--- src/rtl/inst_encoder.sv ---
// ---------------------------------------------------------------------------
// inst_encoder
//
// Builds a 32-bit RV32 instruction word from its separate fields: opcode,
// register numbers, funct3/funct7 and a sign-extended 32-bit immediate.
// It is the inverse of the immediate generator. When imm_err is 0, decoding
// inst_code gives back exactly the imm that went in.
//
// Encoding is combinational. The result goes into a one-entry output
// register that uses a valid/ready handshake on both sides. A byte-address
// counter follows the accepted words, so a memory writer can use
// inst_addr/inst_code directly as its write port.
//
// Ports
//   clk        in   1       clock, rising edge
//   rst_n      in   1       asynchronous active-low reset
//   clear      in   1       synchronous flush: empty, address to BASE_ADDR,
//                           error count to 0
//   in_valid   in   1       field bundle valid
//   in_ready   out  1       encoder can accept a bundle
//   opcode     in   7       inst[6:0]
//   rd         in   5       destination register (R/I/U)
//   funct3     in   3       funct3 (R/I/S/B)
//   rs1        in   5       source register 1 (R/I/S/B)
//   rs2        in   5       source register 2 (R/S/B)
//   funct7     in   7       funct7 (R only)
//   imm        in   32      sign-extended immediate
//   out_valid  out  1       inst_code/inst_addr/imm_err valid
//   out_ready  in   1       consumer takes the word
//   inst_code  out  32      encoded instruction
//   inst_addr  out  ADDR_W  byte address of inst_code
//   imm_err    out  1       imm did not fit; inst_code holds truncated field
//   err_cnt    out  8       saturating count of delivered words with imm_err
// ---------------------------------------------------------------------------
module inst_encoder #(
   parameter int                ADDR_W    = 32,
   parameter logic [ADDR_W-1:0] BASE_ADDR = '0
) (
   input  logic              clk,
   input  logic              rst_n,
   input  logic              clear,
   input  logic              in_valid,
   output logic              in_ready,
   input  logic [6:0]        opcode,
   input  logic [4:0]        rd,
   input  logic [2:0]        funct3,
   input  logic [4:0]        rs1,
   input  logic [4:0]        rs2,
   input  logic [6:0]        funct7,
   input  logic [31:0]       imm,
   output logic              out_valid,
   input  logic              out_ready,
   output logic [31:0]       inst_code,
   output logic [ADDR_W-1:0] inst_addr,
   output logic              imm_err,
   output logic [7:0]        err_cnt
);

   localparam logic [6:0] OP_LOAD   = 7'b0000011;
   localparam logic [6:0] OP_IMM    = 7'b0010011;
   localparam logic [6:0] OP_STORE  = 7'b0100011;
   localparam logic [6:0] OP_LUI    = 7'b0110111;
   localparam logic [6:0] OP_BRANCH = 7'b1100011;
   localparam logic [6:0] OP_REG    = 7'b0110011;
   localparam logic [31:0] NOP_WORD = 32'h00000013;

   typedef enum logic {
      EMPTY = 1'b0,
      FULL  = 1'b1
   } state_t;

   state_t            state_q, state_d;
   logic [31:0]       code_q, code_d;
   logic              err_q, err_d;
   logic [ADDR_W-1:0] addr_q, addr_d;
   logic [7:0]        cnt_q, cnt_d;

   logic [31:0] enc_code;
   logic        enc_err;
   logic        in_hs;
   logic        out_hs;
   logic        hi11_ok;
   logic        hi12_ok;

   // The immediate fits in a 12-bit signed field only if bits 31..11 are
   // all the same sign. Branch offsets are 13 bits, so there the check
   // starts at bit 12.
   assign hi11_ok = (&imm[31:11]) | ~(|imm[31:11]);
   assign hi12_ok = (&imm[31:12]) | ~(|imm[31:12]);

   // Combinational field packing. Each format selects only the fields it
   // owns, so values on unused inputs never reach the word. Unknown opcodes
   // produce a NOP and are flagged, so a bad program image is visible.
   always_comb begin
      enc_code = NOP_WORD;
      enc_err  = 1'b1;
      case (opcode)
         OP_LOAD, OP_IMM: begin
            enc_code = {imm[11:0], rs1, funct3, rd, opcode};
            enc_err  = ~hi11_ok;
         end
         OP_STORE: begin
            enc_code = {imm[11:5], rs2, rs1, funct3, imm[4:0], opcode};
            enc_err  = ~hi11_ok;
         end
         OP_LUI: begin
            enc_code = {imm[31:12], rd, opcode};
            enc_err  = |imm[11:0];
         end
         OP_BRANCH: begin
            enc_code = {imm[12], imm[10:5], rs2, rs1, funct3, imm[4:1], imm[11], opcode};
            enc_err  = imm[0] | ~hi12_ok;
         end
         OP_REG: begin
            enc_code = {funct7, rs2, rs1, funct3, rd, opcode};
            enc_err  = 1'b0;
         end
         default: begin
            enc_code = NOP_WORD;
            enc_err  = 1'b1;
         end
      endcase
   end

   // The skid-free output stage can take a new word while the current one
   // leaves, which gives one word per clock when the consumer is ready.
   assign in_ready  = (state_q == EMPTY) | out_ready;
   assign in_hs     = in_valid & in_ready;
   assign out_valid = (state_q == FULL);
   assign out_hs    = out_valid & out_ready;

   // Next-state logic for the output register, address counter and error
   // counter. clear takes priority over any handshake in the same cycle, so
   // a word that arrives during clear is dropped. The address moves forward
   // only when a word leaves, so inst_addr always belongs to the word now on
   // inst_code.
   always_comb begin
      state_d = state_q;
      code_d  = code_q;
      err_d   = err_q;
      addr_d  = addr_q;
      cnt_d   = cnt_q;
      if (clear) begin
         state_d = EMPTY;
         code_d  = '0;
         err_d   = 1'b0;
         addr_d  = BASE_ADDR;
         cnt_d   = '0;
      end else begin
         if (out_hs) begin
            addr_d = addr_q + ADDR_W'(4);
            if (err_q && (cnt_q != 8'hFF)) begin
               cnt_d = cnt_q + 8'd1;
            end
         end
         if (in_hs) begin
            state_d = FULL;
            code_d  = enc_code;
            err_d   = enc_err;
         end else if (out_hs) begin
            state_d = EMPTY;
         end
      end
   end

   // State register. An asynchronous reset throws away any word in flight.
   always_ff @(posedge clk or negedge rst_n) begin
      if (!rst_n) begin
         state_q <= EMPTY;
         code_q  <= '0;
         err_q   <= 1'b0;
         addr_q  <= BASE_ADDR;
         cnt_q   <= '0;
      end else begin
         state_q <= state_d;
         code_q  <= code_d;
         err_q   <= err_d;
         addr_q  <= addr_d;
         cnt_q   <= cnt_d;
      end
   end

   assign inst_code = code_q;
   assign imm_err   = err_q;
   assign inst_addr = addr_q;
   assign err_cnt   = cnt_q;

endmodule

--- config.mk ---
export PLATFORM = sky130hd
export DESIGN_NAME = inst_encoder
export DESIGN_NICKNAME = d
export VERILOG_FILES = /design/src/rtl/inst_encoder.sv
export SDC_FILE = /design/constraint.sdc
export NUM_CORES = 1
export LEC_CHECK = 0
export BUFFER_PORTS_ARGS = -buffer_cell sky130_fd_sc_hd__clkbuf_2
export CORE_ASPECT_RATIO = 1.2
export CORE_UTILIZATION = 49
export DETAILED_ROUTE_END_ITERATION = 8
export GPL_TIMING_DRIVEN = 0
export PLACE_DENSITY = 0.8
export SLEW_MARGIN = 30
export SYNTH_ARGS = -nofsm -noshare
export SYNTH_HDL_FRONTEND = slang
export SYNTH_SLANG_ARGS = --single-unit
--- constraint.sdc ---
create_clock -name clk -period 2.2 [get_ports clk]
set_clock_uncertainty 0.2 [all_clocks]
set_input_delay 0.66 -clock clk [delete_from_list [all_inputs] [get_ports clk]]
set_output_delay 0.66 -clock clk [all_outputs]
set_load 0.01 [all_outputs]
# After elaboration in Yosys (flattened, before gate mapping)
# Index checks and enable logic that the tools add are counted.
dict set report op_classes {
  add_sub_neg 2
  n_reduce_logical 13
  n_bitwise 11
  n_mux 14
  eq_ne 7
}
# operator count
set op_table {}
lappend op_table {{case mux 32 bit (5 select lines)} 1}
lappend op_table {{2-to-1 mux 32 bit} 4}
lappend op_table {{adder 32 x 3 -> 32 bit (second input constant)} 1}
lappend op_table {{2-to-1 mux 8 bit} 3}
lappend op_table {{== test 7 x 6 -> 1 bit (second input constant)} 3}
lappend op_table {{AND reduction 21 bit} 1}
lappend op_table {{OR reduction 21 bit} 1}
lappend op_table {{AND reduction 20 bit} 1}
lappend op_table {{OR reduction 20 bit} 1}
lappend op_table {{OR reduction 12 bit} 1}
lappend op_table {{adder 8 x 1 -> 8 bit (second input constant)} 1}
lappend op_table {{inequality test 8 bit (second input constant)} 1}
lappend op_table {{== test 7 x 2 -> 1 bit (second input constant)} 1}
lappend op_table {{== test 7 x 5 -> 1 bit (second input constant)} 1}
lappend op_table {{== test 7 bit (second input constant)} 1}
lappend op_table {{nonzero test 2 bit} 3}
lappend op_table {{2-to-1 mux 1 bit} 5}
lappend op_table {{NOT 1 bit} 5}
lappend op_table {{OR 1 bit} 4}
lappend op_table {{case mux 1 bit (4 select lines)} 1}
lappend op_table {{nonzero test 3 bit} 1}
lappend op_table {{OR reduction 3 bit} 1}
lappend op_table {{AND 1 bit} 2}
lappend op_table {{AND reduction 2 bit} 1}
lappend op_table {{2 further kinds} 2}
dict set report totals {
  word_cells 52
  regBits 74
  inputBits 69
}

# Logic depth before layout (Yosys ltp)
# Gate-level depths: netlist of run 1.
dict set report depth {
  ltp_word 8
  depth_mapped 7
  ltp_nobuf 6
}

# Worst setup path before layout of run 1
# Ideal clock, no wire load.
dict set report synth_timing {
  kind {input -> register}
  startpoint {input opcode[3]}
  endpoint {register err_q (netlist: imm_err)}
  setup_time_ps 116
  cell_stages 6
  t_required_ps 1884
  arrival_time_ps 1877
  path_slack_ps 7
  path_cell_list {nand3b_2 -> nor3_2 -> buf_2 -> o211ai_1 -> a2111o_1 -> o311ai_0}
}
dict set report synth_between {
  elab_chain_len 5
  elab_cells_between_ends 10
}
# element line_no
set synth_rtl {}
lappend synth_rtl {{start: declaration} 44} ;# input logic [6:0] opcode,
lappend synth_rtl {{== test 7 x 6 -> 1 bit (tied with other cells)} 97} ;# case (opcode)
lappend synth_rtl {{OR reduction 3 bit (no line)} -}
lappend synth_rtl {{case mux 1 bit (4 select lines) (*)} 97}
lappend synth_rtl {{2-to-1 mux 1 bit (*)} 156} ;# if (in_hs) begin
lappend synth_rtl {{2-to-1 mux 1 bit (*)} 143} ;# if (clear) begin
lappend synth_rtl {{end signal: assignment} 177} ;# err_q <= err_d;
lappend synth_rtl {{end: declaration} 74} ;# logic err_q, err_d;
# Every way passes the cells marked *; elsewhere a longest branch is shown, timed or not. The select of a mux whose other input is x is not followed.
# A chain may end at the register's enable or synchronous reset.

# Worst setup path after layout of run 1
dict set report layout_timing {
  startpoint {input opcode[5]}
  endpoint {register code_q[20] (netlist: inst_code[20])}
}
dict set report layout_between {
  elab_chain_len 5
  elab_cells_between_ends 10
}
# element line_no
set layout_rtl {}
lappend layout_rtl {{== test 7 x 2 -> 1 bit / == test 7 x 5 -> 1 bit (equally long branches)} 97}
lappend layout_rtl {{OR reduction 2 bit} 97}
lappend layout_rtl {{case mux 32 bit (5 select lines) (*)} 97}
lappend layout_rtl {{2-to-1 mux 32 bit (*)} 156}
lappend layout_rtl {{2-to-1 mux 32 bit (*)} 143}
lappend layout_rtl {{end signal: assignment} 176} ;# code_q <= code_d;
lappend layout_rtl {{end: declaration} 73} ;# logic [31:0] code_q, code_d;
# Marked as above.

==> summary by stage, run 1 <==
Status
The run finished with clean final reports.

Synthesis
Yosys attributes the largest share of cell area to sky130_fd_sc_hd__dfrtp_1 (48%), sky130_fd_sc_hd__nor2_1 (4.7%), sky130_fd_sc_hd__xor2_1 (4.7%). In this run, synthesis inferred 0 flip-flops with an integrated enable. Of all flip-flops after synthesis, the portion carrying an async set or reset was between 90% and 100%. The biggest area contributor in the post-synthesis netlist is sky130_fd_sc_hd__dfrtp_1. The commonest cells after synthesis are sky130_fd_sc_hd__dfrtp_1 (72), sky130_fd_sc_hd__nor2_1 (47), sky130_fd_sc_hd__nand2_1 (38), sky130_fd_sc_hd__nand3_1 (21). The prevailing post-synth register cell is sky130_fd_sc_hd__dfrtp_1.

Synthesis inferred 72 register bits. The number of unique standard cell types used by synthesis is 52. The number of synthesis warnings is 0. Sequential cells were found to cover 48.3% of the synthesized design area. The cell area that synthesis handed to floorplanning was 3730 um2. The share of synthesized area in the top cell type comes to 48.3%. The most frequently used cell type in the post-synthesis netlist is sky130_fd_sc_hd__dfrtp_1. The number of instances in the synthesized netlist is approximately 400. In this run the mean area of a mapped cell was ~9.4 um2.

Clocking
The depth of the CTS H-tree is 3. The cell at the root of the clock tree is sky130_fd_sc_hd__clkbuf_8. The clock input transition at the sequential cells of the worst setup and hold paths is 0.08 ns. TritonCTS built the clock tree. The longest clock path from root to sink contains 2 buffers. After clock tree synthesis, the setup repair step added 0 buffers. For this design, the sink count on the clock tree is 72. For the worst-skew pair, the clock arrives at the later sink with an insertion delay of between 0.3 and 0.4 ns. The number of hold buffers added after CTS was 0. The TritonCTS buffer count is 9.

Power and ir drop
The analysis attributes to cell leakage a power of around 2.3 nW. The peak supply drop is 457 uV. The post-layout total power is 2.96 mW.

The clock network fraction of design power is between 40% and 50%. For this design the ratio of total power to cell area is roughly 610 nW/um2. Net switching is a little under a quarter of the power. The analysis attributes to net switching a power of between 600 and 700 uW. Of the total power, registers draw 45.5%. The internal power summed over all cells is 2.28 mW. The combinational group share of total power is under 10%.

Final layout
Compared with the post-synthesis result, the final layout area differs by 30.8%. The final-stage net count is 620. The number of diodes added for antenna fixing is 0. The fraction of layout instances using a drive strength above 1 is between 30% and 40%. The final non-filler cell area is 4880 um2. The post-layout instance count excluding filler cells is 644.

Min path
The worst min-delay path class is input port to asynchronous set/reset pin.

Worst setup path
Of all nets on the critical path, the largest fanout is 7. The number of cells on the worst reg-to-reg path is 7. The endpoint arrival time on the critical path is roughly 2.2 ns. The startpoint of the most critical setup path is opcode[5]. In this run the register-to-register setup slack is 0.16 ns. The endpoint identified for the worst register-to-register timing path is inst_addr[30]. For the worst setup path, the data required time is 2.28 ns.

In this run the worst setup path terminates at inst_code[20]. The kind of launch point of the worst setup path is an input port. By startpoint and endpoint, the worst setup path is classified as input port to flop. The reg-to-reg critical path startpoint is inst_addr[6]. The critical path capture point type is a flop.

Detailed routing
The total iterations of the first detailed-routing run is 6. The routed wirelength normalized by instance count is around 16 um. The met3 wire length is ~900 um. The total number of vias is between 3000 and 4000. The post-route met1 wirelength is 4140 um. The total met2 wirelength after detailed routing is between 5000 and 6000 um. The initial detailed-routing violation count is roughly 180. The total DRC errors in the routed layout is 0. The post-detailed-route count of antenna-violating nets is 0. The total routed wirelength is around 10000 um.

The detailed router used layers up to and including met4. After detailed routing, the number of vias per cell comes to 5.77.

Floorplan
The vertical die dimension is between 90 and 100 um. The count of pins on the block boundary is between 100 and 150. After floorplanning, the core was sized to cover approximately 7300 um2. The floorplan step set the die width to ~80 um. In this run the core area contains 34 standard-cell rows.

The die footprint is around 8000 um2. The initial core utilization is slightly above 50%.

Global routing
Summed over all layers, the global routing overflow is 0. Entering global routing, the biggest net connects 47 pins. The first global-routing pass estimated between 15000 and 20000 um of wire. The number of global-route vias before repair is 3480. The initial antenna violation count is 0.

In the global route stage, overall resource usage came out at 27.5%.

STA
The total negative slack is 0 ns. Setup repair after global routing left no endpoint under its margin. The count of endpoints failing setup in the final report is 0.

The transition time at the pin with the least slew margin is around 0.62 ns. Dividing the final minimum period by the clock period gives 96.8%. The final critical delay including setup and external delays is between 2 and 2.5 ns. Measured against its own limit, the worst slew margin works out to roughly three fifths. The total count of max-transition violations in the final report came to 0. The fmax is around 470 MHz. The final count of hold timing violations came to 0.

Place
The weighted congestion at the end of routability-driven global placement is between 0.9 and 1. The half-perimeter wire length after detailed placement is between 8000 and 9000 um. Once placement finished, the instance area stood at between 4000 and 5000 um2.

The count of input and output buffers is 140. After detailed placement, the design holds a cell count of 629.

Run
The max-capacitance violation count is 0.
[how the worst min path moves through the flow]
stage	start	endpoint
2_1_floorplan	rst_n	err_cnt[0]
3_3_place_gp	inst_code[24]	inst_code[24]
3_5_place_dp	inst_code[21]	inst_code[21]
4_1_cts	rst_n	err_cnt[1]
5_1_grt	rst_n	err_cnt[3]
6_report	rst_n	inst_addr[9]
[state kept, by name, indices dropped and copies added, names as in the netlist]
register / count
err_cnt: 8
imm_err: 1
inst_addr: 30
inst_code: 32
out_valid: 1
[metrics by stage]
| stage | setup WS [ns] | utilization, % | hold WS (ns) |
|---|---|---|---|
| after global placement | -0.409 | 62.2 | 0.270 |
| after floorplan | 0.00729 | - | 0.164 |
| final | 0.0700 | 66.8 | 0.0676 |
| after CTS | 0.00182 | 66.5 | 0.0687 |
| after detailed placement | -0.417 | 62.6 | 0.275 |
| after global routing | 0.0102 | 66.8 | 0.0852 |
[timing repair]
action,in CTS,in global routing
endpoints found under the setup margin,1,9
hold endpoints to repair,0,0
pin swaps,1,1
gates resized for setup,2,5
[cell usage in the layout, fill, tap and decap left out, drive strengths merged, types with 3 or more instances in the layout]
cell and n:
dfrtp 72, and2 3, o21ai 25, nor3 18
a221oi 4, xnor2 11, clkbuf 162, and3 8
inv 3, nor2 47, xor2 20, a222oi 11
and4 3, bufinv 3, a21oi 10, a22oi 8
or3 6, nand3 22, nand4 16, nand2 39
buf 16, nand2b 4, nor4 12, or2 4
[kinds of logic (layout without fill, tap and decap cells)]
group	Yosys count	count (layout)	synth area share, %
compound gates	71	71	13.0
buf+inv	29	185	3.75
xor+xnor	31	31	7.27
other cells	1	2	0.100
mux	2	2	0.536
flops	72	72	48.3
simple gates	189	189	26.4
fa+ha+maj	2	2	0.670
[routing by layer]
metal | track usage, % | vias to the layer above
li1 | - | 1748
met1 | 34.4 | 1736
met2 | 44.6 | 203
met3 | 4.98 | 28
met4 | 13.8 | 0
met5 | 0 | -
[worst max-delay path: stages]
cell,delay (ns)
sky130_fd_sc_hd__clkbuf_2,0.17
sky130_fd_sc_hd__nand2_2,0.17
sky130_fd_sc_hd__nor4_4,0.45
sky130_fd_sc_hd__or2_2,0.19
sky130_fd_sc_hd__clkbuf_1,0.24
sky130_fd_sc_hd__a222oi_1,0.16
sky130_fd_sc_hd__o21ai_1,0.16
[power by group through the flow]
stage	sequential, mW	combinational, mW	clock (mW)
finish	1.35	0.265	1.35
global route	1.35	0.292	1.42
CTS	1.35	0.263	1.36
detailed placement	1.38	0.259	0
global placement	1.38	0.247	0
floorplan	1.38	0.0876	0
[layout make-up]
cell class | count | area [um2]
plain buffers | 25 | 128
clock buffers | 12 | 165
clock inverters | 4 | 98.8
fillers | 610 | 2430
inverters | 3 | 11.3
multi-input cells | 297 | 1840
flip-flops and latches | 72 | 1800
well taps | 90 | 113
repair buffers | 141 | 731
Power figures use the tool's default switching activity.
==> inputs of run 2 (changes only) <==
RECOVER_POWER = 50   (was not set)
==> summary by stage, run 2 (synthesis results as in run 1) <==
Place
The half-perimeter wire length after detailed placement came to 8040 um (unchanged). The number of cells in the design after placement is 629 (unchanged). The total cell area at the placement stage is 4580 um2 (unchanged). The count of input and output buffers is 140 (unchanged). The weighted congestion at the end of routability-driven global placement is 0.936 (unchanged). The pre-CTS setup slack is -0.417 ns (unchanged).

Final layout
The post-layout instance count excluding filler cells is 644 (unchanged). The final-stage net count is 620 (unchanged). The fraction of layout instances using a drive strength above 1 came to 28.0% (-5.2 points). The number of flip-flops in the largest register is 32 (unchanged). The final non-filler cell area is 4850 um2 (-0.79%). Leaving out fill and tap cells, the most frequent cells in the layout are sky130_fd_sc_hd__clkbuf_2 (111), sky130_fd_sc_hd__dfrtp_1 (72), sky130_fd_sc_hd__nor2_1 (47). The number of diodes added for antenna fixing is 0 (unchanged). The layout overhead on the synthesized area is 29.8%. Leaving out fill and tap cells, the most frequent cell in the layout is sky130_fd_sc_hd__clkbuf_2. The core occupancy in the finished layout came to 66.2% (-0.53 points).

Worst setup path
The critical path start-end classification is input port to flop. The slowest stage of the critical path is the sky130_fd_sc_hd__nor4_4 cell. The longest individual stage delay on the worst path came to 0.45 ns (about the same). The reg-to-reg critical path startpoint is out_valid. The critical path goes through clkbuf_2 -> nand2_2 -> nor4_4 -> or2_2 -> clkbuf_1 -> a222oi_1 -> o21ai_1. The worst setup path is launched from an input port. The critical path capture point type is a flop. The number of cells on the worst reg-to-reg path is 6 (-1). The required time of the critical path is 2.28 ns (about the same). The largest fanout on the critical path came to 7 (unchanged). The capturing point of the worst reg2reg path is inst_addr[30]. The setup slack of the worst register-to-register path came to 0.16 ns (about the same). The endpoint arrival time on the critical path is 2.23 ns (+0.02 ns).

Global routing
The initial antenna violation count is 0 (unchanged). The leftover overflow at the end of global routing is 0 (unchanged). The maximum number of pins on one net before global-route repair is 47 (unchanged). The routing usage on met3 is 4.98% (unchanged). The total routing resource utilization after global routing is 27.5% (unchanged).

The met2 usage was 44.6% (unchanged). The number of global-route vias before repair is 3480 (unchanged). The global-route wire length before repair is 16700 um (unchanged). The most heavily used metal layer in global routing is met2.

The global routing met1 resource utilization is 34.4% (unchanged).

Floorplan
The row count is 34 (unchanged). The core area is 7320 um2 (unchanged). The horizontal die dimension is 81.7 um (unchanged). The die footprint came to 7970 um2 (unchanged). The count of pins on the block boundary is 144 (unchanged).

The initial core utilization is 51.0% (unchanged). The vertical die dimension is 97.6 um (unchanged).

Clocking
The maximum root-to-sink buffer count is 2 (unchanged). The number of clock sinks seen by CTS is 72 (unchanged). TritonCTS built the clock tree. The clock input transition at the sequential cells of the worst setup and hold paths is 0.08 ns (about the same). The depth of the CTS H-tree came to 3 (unchanged). The clock latency at the later pin of the worst-skew pair came to 0.34 ns (about the same).

The TritonCTS buffer count was 9 (unchanged). The cell at the root of the clock tree is sky130_fd_sc_hd__clkbuf_8. The setup fix buffers added after clock tree synthesis was 0 (unchanged).

STA
The share of the cycle needed by the critical path after routing is 97.8% (+1.0 points). The transition time at the pin with the least slew margin is 1.61 ns (+0.982 ns). The final count of hold timing violations came to 0 (unchanged). The fmax was 465 MHz (-1.0%). The total count of max-transition violations in the final report came to 27 (+27).

The total negative slack is 0 ns (unchanged). Setup repair after global routing left no endpoint under its margin. The worst max-slew margin expressed relative to the limit is -7.06% (-65 points). The final worst setup slack is 0.0477 ns (-0.0223 ns). The final critical delay including setup and external delays came to 2.15 ns (+0.0223 ns). The worst hold-check slack is 0.289 ns (+0.222 ns).

The count of endpoints failing setup in the final report was 0 (unchanged).

Min path
The path class of the tightest hold or removal check is flop to flop. The worst hold path stage count is 2. The origin of the worst min-delay path is inst_code[21]. The endpoint of the worst hold-timing path is inst_code[21].

Detailed routing
The total routed wirelength is 10500 um (+0.64%). The initial detailed-routing violation count came to 256 (+39%). The routed wirelength normalized by instance count was 16.3 um (+0.64%). The total DRC errors in the routed layout came to 0 (unchanged). The total number of vias was 3718 (+0.081%). The post-detailed-route count of antenna-violating nets is 0 (unchanged). The total iterations of the first detailed-routing run came to 6 (unchanged).

The number of vias per cell after detailed routing is 5.77 (about the same).

Run
The max-capacitance violation count is 1 (+1).

Power and ir drop
The peak supply drop is 456 uV (-0.10%). The power density of the placed cells came to 611 nW/um2 (+0.70%). The post-layout total power is 2.96 mW (about the same). The leakage component of the power is 2.21 nW (-4.3%).

Status
The run finished, with violations left. The final reports fail on max-capacitance violations, max-slew violations.
==> run 2: cell types whose count changed in the layout (fill, tap and decap cells not counted), sizes merged <==
| cell | previous run | this run |
|---|---|---|
| buf | 16 | 14 |
| clkbuf | 162 | 164 |
==> run 2: power by group <==
part / internal (mW) / leakage (nW) / switching, mW
clock: 0.849 / 0.133 / 0.499
sequential: 1.34 / 0.996 / 0.0125
combinational: 0.0943 / 1.08 / 0.168
==> run 2: cell type report <==
cell class / instances / area, um2
buffer: 25 / 128
tap: 90 / 113
timing repair buffer: 141 / 692
clock buffer: 12 / 165
inverter: 3 / 11.3
fill: 630 / 2470
clock inverter: 4 / 98.8
sequential: 72 / 1800
multi-input combinational: 297 / 1840
==> run 2: critical path: cells and delay by family <==
kind | cells | cell delay, ns
AO/OA/AOI/OAI | 2 | 0.34
buffers and inverters | 2 | 0.42
AND/OR/NAND/NOR | 3 | 0.81
==> run 2: worst max path at each step <==
| stage | slack (ns) | depth (start not counted) | start | to |
|---|---|---|---|---|
| floorplan | 0.007 | 6 | opcode[3] | imm_err |
| global placement | -0.41 | 7 | opcode[3] | inst_code[30] |
| detailed placement | -0.42 | 7 | opcode[3] | inst_code[30] |
| CTS | 0.002 | 8 | opcode[3] | inst_code[30] |
| global route | 0.01 | 7 | opcode[5] | inst_code[22] |
| finish | 0.05 | 7 | opcode[5] | inst_code[22] |
==> run 2: what timing repair did <==
action,CTS,global route
hold buffers,0,0
endpoints found under the setup margin,1,9
pin swaps,1,1
gates resized for setup,2,5
==> run 2: routing by layer <==
metal,routed length [um],vias to the layer above
met4,272,0
li1,-,1749
met3,900,22
met1,4180,1750
met2,5130,197
met5,0,-
==> inputs of run 3 (changes only) <==
REMOVE_ABC_BUFFERS = 1   (was not set)
==> summary by stage, run 3 (synthesis results as in run 1) <==
Floorplan
The initial core utilization is 51.0% (unchanged). The row count is 34 (unchanged). The die footprint is 7970 um2 (unchanged).

The core area is 7320 um2 (unchanged). The count of pins on the block boundary came to 144 (unchanged). The horizontal die dimension is 81.7 um (unchanged). The vertical die dimension is 97.6 um (unchanged).

Clocking
The clock latency at the later pin of the worst-skew pair came to 0.34 ns (about the same). Clock tree synthesis selected as its root buffer the cell sky130_fd_sc_hd__clkbuf_8. The maximum root-to-sink buffer count is 2 (unchanged). The TritonCTS clock tree is done. The number of clock sinks seen by CTS is 72 (unchanged). The clock input transition at the sequential cells of the worst setup and hold paths is 0.08 ns (about the same). The depth of the CTS H-tree is 3 (unchanged).

The TritonCTS buffer count is 9 (unchanged).

Global routing
The global-route wire length before repair was 16100 um (-3.4%). The initial antenna violation count is 0 (unchanged). The leftover overflow at the end of global routing is 0 (unchanged).

The number of global-route vias before repair came to 3408 (-2.1%). The total routing resource utilization after global routing is 26.3% (-1.2 points). The maximum number of pins on one net before global-route repair is 56 (+19%).

Min path
The tightest min-delay check is of the input port to asynchronous set/reset pin type.

Final layout
The number of diodes added for antenna fixing came to 0 (unchanged). Leaving out fill and tap cells, the most frequent cell in the layout is sky130_fd_sc_hd__clkbuf_2. The top cell types in the final layout, fill and taps aside, are sky130_fd_sc_hd__clkbuf_2 (115), sky130_fd_sc_hd__dfrtp_1 (71), sky130_fd_sc_hd__nor2_1 (46).

The number of flip-flops in the largest register is 32 (unchanged). The post-layout instance count excluding filler cells came to 623 (-3.3%). From synthesis to final layout, the design area changed by 25.0%. The final-stage net count is 600 (-3.2%). The fraction of layout instances using a drive strength above 1 is 28.9% (+0.91 points).

The core occupancy in the finished layout is 63.8% (-2.5 points).

Detailed routing
The total number of vias is 3619 (-2.7%). The number of vias per cell after detailed routing came to 5.81 (+0.62%). The total routed wirelength is 10100 um (-3.4%). The post-detailed-route count of antenna-violating nets came to 0 (unchanged).

The total iterations of the first detailed-routing run is 5 (-1). The total DRC errors in the routed layout came to 0 (unchanged). The initial detailed-routing violation count is 345 (+35%). The routed wirelength normalized by instance count came to 16.3 um (-0.15%).

STA
The total count of max-transition violations in the final report is 0 (-100%). The final critical delay including setup and external delays is 2.10 ns (-0.0568 ns). The final count of hold timing violations is 0 (unchanged).

The worst max-slew margin expressed relative to the limit is 46.1% (+53 points). Setup repair after global routing left no endpoint under its margin. The count of endpoints failing setup in the final report was 0 (unchanged). The fmax is 477 MHz (+2.7%). The transition time at the pin with the least slew margin came to 0.809 ns (-0.797 ns). The share of the cycle needed by the critical path after routing is 95.3% (-2.6 points).

Worst setup path
The critical path start-end classification is flop to flop. Grouping stages by cell kind, the critical path spends the most delay in simple AND/OR/NAND/NOR gates. The critical path capture point type is a flop.

The setup slack of the worst register-to-register path was 0.10 ns (-0.06 ns). The largest fanout on the critical path is 8 (+1). The longest individual stage delay on the worst path came to 0.44 ns (about the same). The count of buffer and inverter cells on the critical path was 0 (-2). The worst-path cell with the longest stage delay is sky130_fd_sc_hd__dfrtp_1. The required time of the critical path is 2.27 ns (about the same).

The endpoint arrival time on the critical path is 2.16 ns (-0.07 ns). The kind of launch point of the worst setup path is a flop. The signal on the critical path passes through and4_1 -> and3_2 -> nand3_4 -> or4_1 -> a21oi_1.

Place
The half-perimeter wire length after detailed placement is 7220 um (-10%). The weighted congestion at the end of routability-driven global placement is 0.883 (-5.7%). The number of cells in the design after placement is 605 (-3.8%). The count of input and output buffers is 141 (+0.71%).

Power and ir drop
The power density of the placed cells is 536 nW/um2 (-12%). The peak supply drop is 381 uV (-17%). The post-layout total power is 2.50 mW (-16%). The leakage component of the power is 2.11 nW (-4.3%).

Run
The max-capacitance violation count was 0 (-1).

Status
The run finished with clean final reports.
[run 3: cell count changes in the layout (fill, tap and decap cells not counted), sizes merged]
cell / before / now
clkinv: 1 / 6
buf: 14 / 3
bufinv: 3 / 0
clkbuf: 164 / 151
or4: 2 / 3
[run 3: final cells by class]
cell class,count,area (um2)
inverter,3,11.3
multi-input combinational,298,1870
clock inverter,6,37.5
timing repair buffer,145,711
tap,90,113
fill,636,2650
clock buffer,9,124
sequential,72,1800
[run 3: repair_timing]
item / 4_1_cts / 5_1_grt
hold buffers: 0 / 0
pin swaps: 2 / 0
gates resized for setup: 4 / 8
cloned: 0 / 1
setup endpoints to repair: 25 / 35
setup buffers: 2 / 0
[run 3: stage by stage]
step	hold WS, ns	worst slack, ns	TNS, ns	area, um2
finish	0.186	0.104	0	4670
global route	0.248	0.000357	0	4670
CTS	0.0918	0.00876	0	4670
detailed placement	0.275	-0.640	-16.57	4470
global placement	0.269	-1.42	-53.23	4430
floorplan	0.164	-0.723	-11.20	3610
[run 3: final timing paths]
kind,start,endpoint,cells after the start
worst max-delay path,inst_addr[6],inst_addr[25],5
worst min-delay path,rst_n,inst_addr[9],1
worst max register to register,inst_addr[6],inst_addr[25],5
worst min register to register,inst_code[18],inst_code[18],2
max in group asynchronous,rst_n,out_valid,2
min in group clk,inst_code[18],inst_code[18],2
[run 3: layer usage]
| layer | vias up | global-route usage [%] | share of wire (%) |
|---|---|---|---|
| li1 | 1718 | - | - |
| met1 | 1690 | 32.5 | 40 |
| met5 | - | 0 | 0 |
| met4 | 0 | 11.1 | 3.0 |
| met2 | 188 | 42.4 | 49 |
| met3 | 23 | 7.23 | 8.8 |
[run 3: power by group]
group / switching [mW] / internal, mW
sequential: 0.0138 / 1.34
combinational: 0.162 / 0.0858
clock: 0.503 / 0.399
total: 0.680 / 1.82
